[config.mk]
export PLATFORM = sky130hd
export DESIGN_NAME = pipeline_stall_ctrl
export DESIGN_NICKNAME = d
export VERILOG_FILES = /design/src/rtl/pipeline_stall_ctrl_pkg.sv /design/src/rtl/pipeline_stall_ctrl_load_use_detect.sv /design/src/rtl/pipeline_stall_ctrl.sv
export SDC_FILE = /design/constraint.sdc
export NUM_CORES = 1
export LEC_CHECK = 0
export BUFFER_PORTS_ARGS = -buffer_cell sky130_fd_sc_hd__buf_2
export CORE_MARGIN = 2
export CORE_UTILIZATION = 40
export CTS_CLUSTER_SIZE = 20
export DETAILED_ROUTE_END_ITERATION = 7
export GPL_TIMING_DRIVEN = 0
export PLACE_DENSITY_LB_ADDON = 0.05
export REMOVE_ABC_BUFFERS = 1
export SKIP_LAST_GASP = 1
export SLEW_MARGIN = 20
export SYNTH_ARGS = -nofsm -noshare
export SYNTH_HDL_FRONTEND = slang
export SYNTH_HIERARCHICAL = 1
export SYNTH_SLANG_ARGS = --single-unit
[constraint.sdc]
create_clock -name clk_i -period 5.4 [get_ports clk_i]
set_input_delay 1.08 -clock clk_i [delete_from_list [all_inputs] [get_ports clk_i]]
set_output_delay 1.08 -clock clk_i [all_outputs]
set_load 0.05 [all_outputs]
[src/rtl/pipeline_stall_ctrl_pkg.sv]
// Shared types and constants for the MIPS pipeline stall/flush sequencer.
// The stage-control bundle groups every per-cycle pipeline control into one value.
package pipeline_ctrl_pkg;

    typedef enum logic {
        RUN      = 1'b0,
        MEM_WAIT = 1'b1
    } ctrl_state_t;

    localparam logic [4:0] REG_ZERO = 5'd0;

    typedef struct packed {
        logic pc_write;
        logic ifid_write;
        logic ifid_flush;
        logic idex_bubble;
        logic pipe_hold;
        logic memwb_bubble;
        logic dmem_req;
    } stage_ctrl_t;

    // Normal forward progress: fetch and decode advance, nothing squashed.
    localparam stage_ctrl_t CTRL_RUN = '{
        pc_write:     1'b1,
        ifid_write:   1'b1,
        ifid_flush:   1'b0,
        idex_bubble:  1'b0,
        pipe_hold:    1'b0,
        memwb_bubble: 1'b0,
        dmem_req:     1'b0
    };

    // Whole pipeline squashed while reset is asserted.
    localparam stage_ctrl_t CTRL_RESET = '{
        pc_write:     1'b0,
        ifid_write:   1'b0,
        ifid_flush:   1'b1,
        idex_bubble:  1'b1,
        pipe_hold:    1'b0,
        memwb_bubble: 1'b1,
        dmem_req:     1'b0
    };

    // Front end frozen, ID/EX and EX/MEM held, write-back fed a bubble.
    localparam stage_ctrl_t CTRL_MEM_HOLD = '{
        pc_write:     1'b0,
        ifid_write:   1'b0,
        ifid_flush:   1'b0,
        idex_bubble:  1'b0,
        pipe_hold:    1'b1,
        memwb_bubble: 1'b1,
        dmem_req:     1'b1
    };

endpackage

[src/rtl/pipeline_stall_ctrl_load_use_detect.sv]
// Combinational load-use hazard detector: a load in EX whose destination is
// a source of the instruction in ID. Writes to $zero never create a hazard.
module load_use_detect
    import pipeline_ctrl_pkg::*;
(
    input  logic       idex_memread_i,
    input  logic [4:0] idex_rt_addr_i,
    input  logic [4:0] ifid_rs_addr_i,
    input  logic [4:0] ifid_rt_addr_i,
    input  logic       ifid_uses_rt_i,
    output logic       load_use_o
);

    logic rs_match;
    logic rt_match;

    assign rs_match = (idex_rt_addr_i == ifid_rs_addr_i);
    assign rt_match = ifid_uses_rt_i && (idex_rt_addr_i == ifid_rt_addr_i);

    assign load_use_o = idex_memread_i && (idex_rt_addr_i != REG_ZERO)
                        && (rs_match || rt_match);

endmodule

[src/rtl/pipeline_stall_ctrl.sv]
// Stall/flush sequencer for the 5-stage MIPS pipeline: load-use bubbles,
// taken-branch IF flush and multi-cycle data-memory waits with timeout.
module pipeline_stall_ctrl
    import pipeline_ctrl_pkg::*;
#(
    parameter int TIMEOUT = 64,
    parameter int CNT_W   = 16
) (
    input  logic             clk_i,
    input  logic             rst_i,
    input  logic             IDEX_MemRead_i,
    input  logic [4:0]       IDEX_RtAddr_i,
    input  logic [4:0]       IFID_RsAddr_i,
    input  logic [4:0]       IFID_RtAddr_i,
    input  logic             IFID_UsesRt_i,
    input  logic             Branch_taken_i,
    input  logic             EXMEM_MemAccess_i,
    input  logic             dmem_ack_i,
    output logic             PC_write_o,
    output logic             IFID_write_o,
    output logic             IFID_flush_o,
    output logic             IDEX_bubble_o,
    output logic             pipe_hold_o,
    output logic             MEMWB_bubble_o,
    output logic             dmem_req_o,
    output logic             err_o,
    output logic [CNT_W-1:0] stall_cnt_o
);

    localparam int              WCNT_W  = $clog2(TIMEOUT + 1);
    localparam logic [WCNT_W-1:0] WCNT_TO = WCNT_W'(TIMEOUT);
    localparam logic [CNT_W-1:0]  CNT_MAX = {CNT_W{1'b1}};

    ctrl_state_t       state_q, state_d;
    logic [WCNT_W-1:0] wcnt_q, wcnt_d;
    logic              err_q, err_d;
    logic [CNT_W-1:0]  stall_cnt_q, stall_cnt_d;
    stage_ctrl_t       ctrl;
    logic              lu;
    logic              mw;

    load_use_detect u_load_use_detect (
        .idex_memread_i (IDEX_MemRead_i),
        .idex_rt_addr_i (IDEX_RtAddr_i),
        .ifid_rs_addr_i (IFID_RsAddr_i),
        .ifid_rt_addr_i (IFID_RtAddr_i),
        .ifid_uses_rt_i (IFID_UsesRt_i),
        .load_use_o     (lu)
    );

    assign mw = EXMEM_MemAccess_i && !dmem_ack_i;

    always_comb begin
        ctrl    = CTRL_RUN;
        state_d = state_q;
        wcnt_d  = wcnt_q;
        err_d   = err_q;
        if (!rst_i) begin
            ctrl = CTRL_RESET;
        end else begin
            unique case (state_q)
                RUN: begin
                    if (mw) begin
                        ctrl    = CTRL_MEM_HOLD;
                        state_d = MEM_WAIT;
                        wcnt_d  = WCNT_W'(1);
                    end else begin
                        // A zero-wait access still presents the request for its one cycle.
                        ctrl.dmem_req = EXMEM_MemAccess_i;
                        if (lu) begin
                            // Branch operands are not valid yet; it re-resolves next cycle.
                            ctrl.pc_write    = 1'b0;
                            ctrl.ifid_write  = 1'b0;
                            ctrl.idex_bubble = 1'b1;
                        end else if (Branch_taken_i) begin
                            ctrl.ifid_flush = 1'b1;
                        end
                    end
                end
                MEM_WAIT: begin
                    if (dmem_ack_i) begin
                        ctrl.dmem_req = 1'b1;
                        state_d       = RUN;
                        wcnt_d        = '0;
                    end else if (wcnt_q == WCNT_TO) begin
                        // Drop the access: release the hold but squash write-back.
                        ctrl           = CTRL_MEM_HOLD;
                        ctrl.pipe_hold = 1'b0;
                        ctrl.dmem_req  = 1'b0;
                        err_d          = 1'b1;
                        state_d        = RUN;
                        wcnt_d         = '0;
                    end else begin
                        ctrl   = CTRL_MEM_HOLD;
                        wcnt_d = wcnt_q + WCNT_W'(1);
                    end
                end
                default: begin
                    state_d = RUN;
                    wcnt_d  = '0;
                end
            endcase
        end
    end

    always_comb begin
        stall_cnt_d = stall_cnt_q;
        if (!ctrl.pc_write && (stall_cnt_q != CNT_MAX)) begin
            stall_cnt_d = stall_cnt_q + CNT_W'(1);
        end
    end

    always_ff @(posedge clk_i or negedge rst_i) begin
        if (!rst_i) begin
            state_q     <= RUN;
            wcnt_q      <= '0;
            err_q       <= 1'b0;
            stall_cnt_q <= '0;
        end else begin
            state_q     <= state_d;
            wcnt_q      <= wcnt_d;
            err_q       <= err_d;
            stall_cnt_q <= stall_cnt_d;
        end
    end

    assign PC_write_o     = ctrl.pc_write;
    assign IFID_write_o   = ctrl.ifid_write;
    assign IFID_flush_o   = ctrl.ifid_flush;
    assign IDEX_bubble_o  = ctrl.idex_bubble;
    assign pipe_hold_o    = ctrl.pipe_hold;
    assign MEMWB_bubble_o = ctrl.memwb_bubble;
    assign dmem_req_o     = ctrl.dmem_req;
    assign err_o          = err_q;
    assign stall_cnt_o    = stall_cnt_q;

endmodule
# After elaboration in Yosys (flattened, before gate mapping)
# Cells that the tools add are included.
[classes] mux=20 n_bitwise=2 add_sub_neg=2 eq_ne=5 n_reduce_logical=11
[op_table] operator="7-bit 2-to-1 mux" n=4
[op_table] operator="7-bit case mux with 2 select lines" n=2
[op_table] operator="16-bit by 1-bit adder with 16-bit output, second input constant" n=1
[op_table] operator="16-bit != test, second input constant" n=1
[op_table] operator="5-bit == test" n=2
[op_table] operator="1-bit 2-to-1 mux" n=8
[op_table] operator="7-bit by 1-bit adder with 7-bit output, second input constant" n=1
[op_table] operator="7-bit == test, second input constant" n=1
[op_table] operator="6-bit 2-to-1 mux" n=1
[op_table] operator="1-bit logical AND" n=5
[op_table] operator="5-bit nonzero test" n=1
[op_table] operator="2-bit 2-to-1 mux" n=2
[op_table] operator="4-bit 2-to-1 mux" n=1
[op_table] operator="4-bit AND reduction" n=1
[op_table] operator="3-bit 2-to-1 mux" n=1
[op_table] operator="1-bit zero test" n=2
[op_table] operator="2-bit != test, second input constant" n=1
[op_table] operator="1-bit NOT" n=2
[op_table] operator="1-bit case mux with 2 select lines" n=1
[op_table] operator="2-bit AND reduction" n=1
[op_table] operator="1-bit logical OR" n=1
[word_totals] regBits=25 output_inout_bits=24 wordCells=44 in_bits=22

# Logic depth before layout (Yosys ltp)
[depth] depth_word=10 ltp_mapped=9 ltp_nobuf=8

# Hierarchy
# Netlist, hierarchy kept.
[by_module_without_submodules] module="pipeline_stall_ctrl" cells_per_inst=137 area_per_inst_um2=1415.1 instances=1 seq_area_each_um2=625.6
[by_module_without_submodules] module="load_use_detect" cells_per_inst=17 area_per_inst_um2=132.6 instances=1 seq_area_each_um2=0.0

# Least setup slack after synthesis
# No wires, ideal clock.
[synth_path] kind="in2out" start="input IDEX_RtAddr_i[0]" end="output IFID_flush_o" path_slack_ps=846 required_ps=4320 stages=4 arrival_ps=3474 path_buffers=0 cell_sequence="or4_1 > o21ai_1 > a21oi_1 > o41ai_1"
[synth_via] elab_chain_cells=8 elab_cells_between_ends=11 cone_classes="eq/ne (2); mux (4); reduce/logical (5)"
[synth_lines] item="from (decl)" line="pipeline_stall_ctrl.sv:12" text="input logic [4:0] IDEX_RtAddr_i,"
[synth_lines] item="5-bit == test" line="pipeline_stall_ctrl_load_use_detect.sv:18" text="assign rt_match = ifid_uses_rt_i && (idex_rt_addr_i == ifid_rt_addr_i);"
[synth_lines] item="1-bit logical AND" line="pipeline_stall_ctrl_load_use_detect.sv:18"
[synth_lines] item="1-bit logical OR" line="pipeline_stall_ctrl_load_use_detect.sv:21" text="&& (rs_match || rt_match);"
[synth_lines] item="1-bit logical AND (*)" line="pipeline_stall_ctrl_load_use_detect.sv:21"
[synth_lines] item="named net lu" line="pipeline_stall_ctrl.sv:39" text="logic lu;"
[synth_lines] item="1-bit 2-to-1 mux (*)" line="pipeline_stall_ctrl.sv:70" text="if (lu) begin"
[synth_lines] item="4-bit 2-to-1 mux (*)" line="pipeline_stall_ctrl.sv:63" text="if (mw) begin"
[synth_lines] item="7-bit case mux with 2 select lines (*)" line="pipeline_stall_ctrl.sv:61" text="unique case (state_q)"
[synth_lines] item="7-bit 2-to-1 mux (*)" line="pipeline_stall_ctrl.sv:58" text="if (!rst_i) begin"
[synth_lines] item="to (decl)" line="pipeline_stall_ctrl.sv:21" text="output logic IFID_flush_o,"
# Mark *: on every way through the listed nets, which the timed path passes. The rest lies on a longest branch.

# Final worst setup path
[layout_path] start="input IDEX_RtAddr_i[0]" end="output IFID_write_o"
[layout_via] elab_chain_cells=8 elab_cells_between_ends=11 cone_classes="eq/ne (2); mux (4); reduce/logical (5)"
[layout_lines] item="5-bit == test" line="pipeline_stall_ctrl_load_use_detect.sv:18"
[layout_lines] item="1-bit logical AND" line="pipeline_stall_ctrl_load_use_detect.sv:18"
[layout_lines] item="1-bit logical OR" line="pipeline_stall_ctrl_load_use_detect.sv:21"
[layout_lines] item="1-bit logical AND (*)" line="pipeline_stall_ctrl_load_use_detect.sv:21"
[layout_lines] item="named net lu" line="pipeline_stall_ctrl.sv:39"
[layout_lines] item="2-bit 2-to-1 mux (*)" line="pipeline_stall_ctrl.sv:70"
[layout_lines] item="4-bit 2-to-1 mux (*)" line="pipeline_stall_ctrl.sv:63"
[layout_lines] item="7-bit case mux with 2 select lines (*)" line="pipeline_stall_ctrl.sv:61"
[layout_lines] item="7-bit 2-to-1 mux (*)" line="pipeline_stall_ctrl.sv:58"
[layout_lines] item="to (decl)" line="pipeline_stall_ctrl.sv:20" text="output logic IFID_write_o,"
# Marks and branches as above.

==> results.py <==
metrics = {
    "setup_path": {
        "reg2regPathDepth": 4,
        "path_common_cell": "buf_2",
        "reg2reg_slack_ps": 3420,
        "arrival_ps": 2880,
        "cp-endpoint": "IFID_write_o",
        "crit_buf_inv": 2,
        "crit_start": "IDEX_RtAddr_i[0]",
        "cp.depth": 7,
        "reg2reg_to": "stall_cnt_o[1]$_DFFE_PN0P_",
        "r2r_start": "stall_cnt_o[11]$_DFFE_PN0P_",
        "cp-start-kind": "input pin",
        "critPathKind": "input pin to primary output",
        "crit_path_max_incr_delay_ps": 530,
        "crit_family": "simple AND/OR/NAND/NOR gates",
        "worstPathMaxFanout": 10,
        "required_ps": 4320,
        "cp_slowest_cell": "or4_1",
        "end_kind": "primary output",
        "path_cells": "buf_2, or4_1, o21ai_1, a21oi_1, nand2b_1, and3_1, buf_2",
    },
    "power_and_ir_drop": {
        "p_total_mw": 0.798,
        "vdd_drop_max_v": 0.000294,
        "powerDensity_nw_per_um2": 432,
        "power_leakage_nw": 0.851,
    },
    "placement": {
        "dp_hpwl_um": 2410,
        "io_buffers": 45,
        "placedInstanceArea_um2": 1800,
        "gp_congestion": 0.791,
    },
    "grt": {
        "grt_max_degree": 42,
        "grt_use_total": 0.166,
        "grt_pass1_vias": 1235,
        "grt_pass1_wl_um": 5730,
        "grt_antenna_before_repair": 0,
        "grt_overflow": 0,
    },
    "cts": {
        "worstSkewPairLatency_ps": 260,
        "clock_sinks": 25,
        "cts_repair_resize_count": 0,
        "clockRootBuffer": "clkbuf_8",
        "cts_hold_buf": 0,
        "cts_tree": "done",
        "htreeDepth": 1,
        "cts.clk_slew.worst_paths_ps": 90,
        "clk_path_buf_depth": 2,
        "numCtsBuffers": 3,
        "cts_setup_buffers": 0,
    },
    "cells_and_area": {
        "stdcell_area_um2": 1850,
        "fin_util": 0.501,
        "nets": 223,
        "drive_gt1_frac": 0.310,
        "area_growth_pct": 19.5,
        "diodes": 0,
        "fillCellCount": 353,
    },
    "detailed_routing": {
        "wl_per_cell_um": 13.6,
        "vias": 1275,
        "dr_wl_met3_um": 157,
        "top_layer_used": "met4",
        "met1_length_um": 1650,
        "drtAntennaViolNets": 0,
        "wl_met2_um": 1500,
        "routed_wl_um": 3330,
        "vias_per_cell": 5.20,
        "dr.pass1.iters": 4,
        "first_iter_violations": 66,
        "drc": 0,
    },
    "synth": {
        "ys_seq_area_frac": 0.404,
        "netlist_top_cells_area": "dfrtp_1 40%, xor2_1 14%, a211oi_1 2.9%",
        "ys_types": 44,
        "synth_seq_cells": 25,
        "postSynthAreaPerCell_um2": 10.1,
        "yosysTopAreaCellShare": 0.404,
        "synth_commonest_cells": "25 x dfrtp_1, 25 x xor2_1, 9 x nand2_1, 9 x nor2_1, 7 x inv_1",
        "syn-cell-area_um2": 1550,
        "async_reset_ff_frac": 1.00,
        "synth-edff-count": 0,
        "ys.flop_type": "dfrtp_1",
        "yosys.area.top_type": "dfrtp_1",
        "yosys_warnings": 6,
        "syn_inst": 154,
    },
    "timing": {
        "fin_setup_tns_ps": 0,
        "fin_skew_ps": 1.80,
        "slew_viol_final": 0,
        "final.min_clock_period_ps": 3960,
        "relSlewSlack": 0.356,
        "setup_viol": 0,
        "rsz0062_at_grt": "no",
        "hold_slack_ps": 484,
        "report.final.hold_viol_count": 0,
        "max_freq_mhz": 252,
        "fin_crit_sh": 0.734,
        "worst_slew_pin_slew_ps": 962,
    },
    "status": {
        "status": "finished, final reports clean",
    },
    "floorplanning": {
        "row_count": 22,
        "die_y_um": 66.2,
        "core_um2": 3690,
        "initial_core_util": 0.420,
        "dieArea_um2": 4380,
        "die_x_um": 66.2,
        "ioPinCount": 46,
    },
    "hold_path": {
        "hp-class": "register to register",
    },
    "run": {
        "cap_violations": 0,
    },
}
## final cells by class
cell class	instances	area [um2]	share of cell area
Multi-Input combinational cell	116	867	0.469
Sequential cell	25	626	0.338
Timing Repair Buffer	45	225	0.122
Tap cell	48	60.1	0.0325
Clock buffer	4	45.0	0.0244
Inverter	7	26.3	0.0142
## kinds of logic after synthesis
logic type,after synthesis,synth area share
flops,25,0.404
simple gates,53,0.207
buf+inv,13,0.0356
fa+ha+maj,3,0.0243
xor+xnor,30,0.170
compound gates,28,0.146
mux,2,0.0137
## state kept, by name, indices dropped and copies added, names as in the netlist
signal	cells
stall_cnt_o	16
err_o	1
state_q	1
wcnt_q	7
## how the worst min path moves through the flow
stage                                      from  cells past startpoint                     to
final                         err_o$_DFFE_PN0P_                      1      err_o$_DFFE_PN0P_
after global routing          err_o$_DFFE_PN0P_                      1      err_o$_DFFE_PN0P_
after CTS                     err_o$_DFFE_PN0P_                      1      err_o$_DFFE_PN0P_
after detailed placement      err_o$_DFFE_PN0P_                      1      err_o$_DFFE_PN0P_
after global placement        err_o$_DFFE_PN0P_                      1      err_o$_DFFE_PN0P_
after floorplan           wcnt_q[6]$_DFFE_PN0P_                      2  wcnt_q[6]$_DFFE_PN0P_
## power by group
part           switching [mW]  leakage (nW)  internal [mW]  total (mW)
Sequential             0.0679         0.310          0.241       0.309
Combinational           0.276         0.519          0.103       0.379
Clock                  0.0580        0.0228         0.0527       0.111
Total                   0.402         0.851          0.397       0.798
## through the flow
| stage | worst slack, ps | std cells |
|---|---|---|
| floorplan | 846 | 148 |
| global placement | 1460 | 241 |
| detailed placement | 1410 | 241 |
| CTS | 1420 | 245 |
| global route | 1280 | 245 |
| finish | 1440 | 245 |
## layer usage
metal / track usage / vias to the layer above
met4: 0.0459 / 0
met3: 0.0290 / 2
met2: 0.266 / 33
met1: 0.229 / 600
li1: - / 640
met5: 0 / -
## placed cells by master, fill, tap and decap left out, types with 2 or more instances in the layout
cell	instances
o211ai_1	3
a21oi_1	3
inv_1	7
nand2_1	9
ha_1	3
xor2_1	25
nor4_1	4
and2_1	2
nor3_1	3
o21ai_0	2
nand3_1	6
dfrtp_1	25
a2111oi_2	2
o2111ai_1	2
nor2_1	9
xnor2_1	5
nor4b_2	2
a211oi_1	6
and3_1	3
nor2b_1	2
nand4_1	3
buf_2	45
a31o_2	2
clkbuf_8	3
nand2b_1	2
No activity file was read; power rests on OpenSTA's default activity.
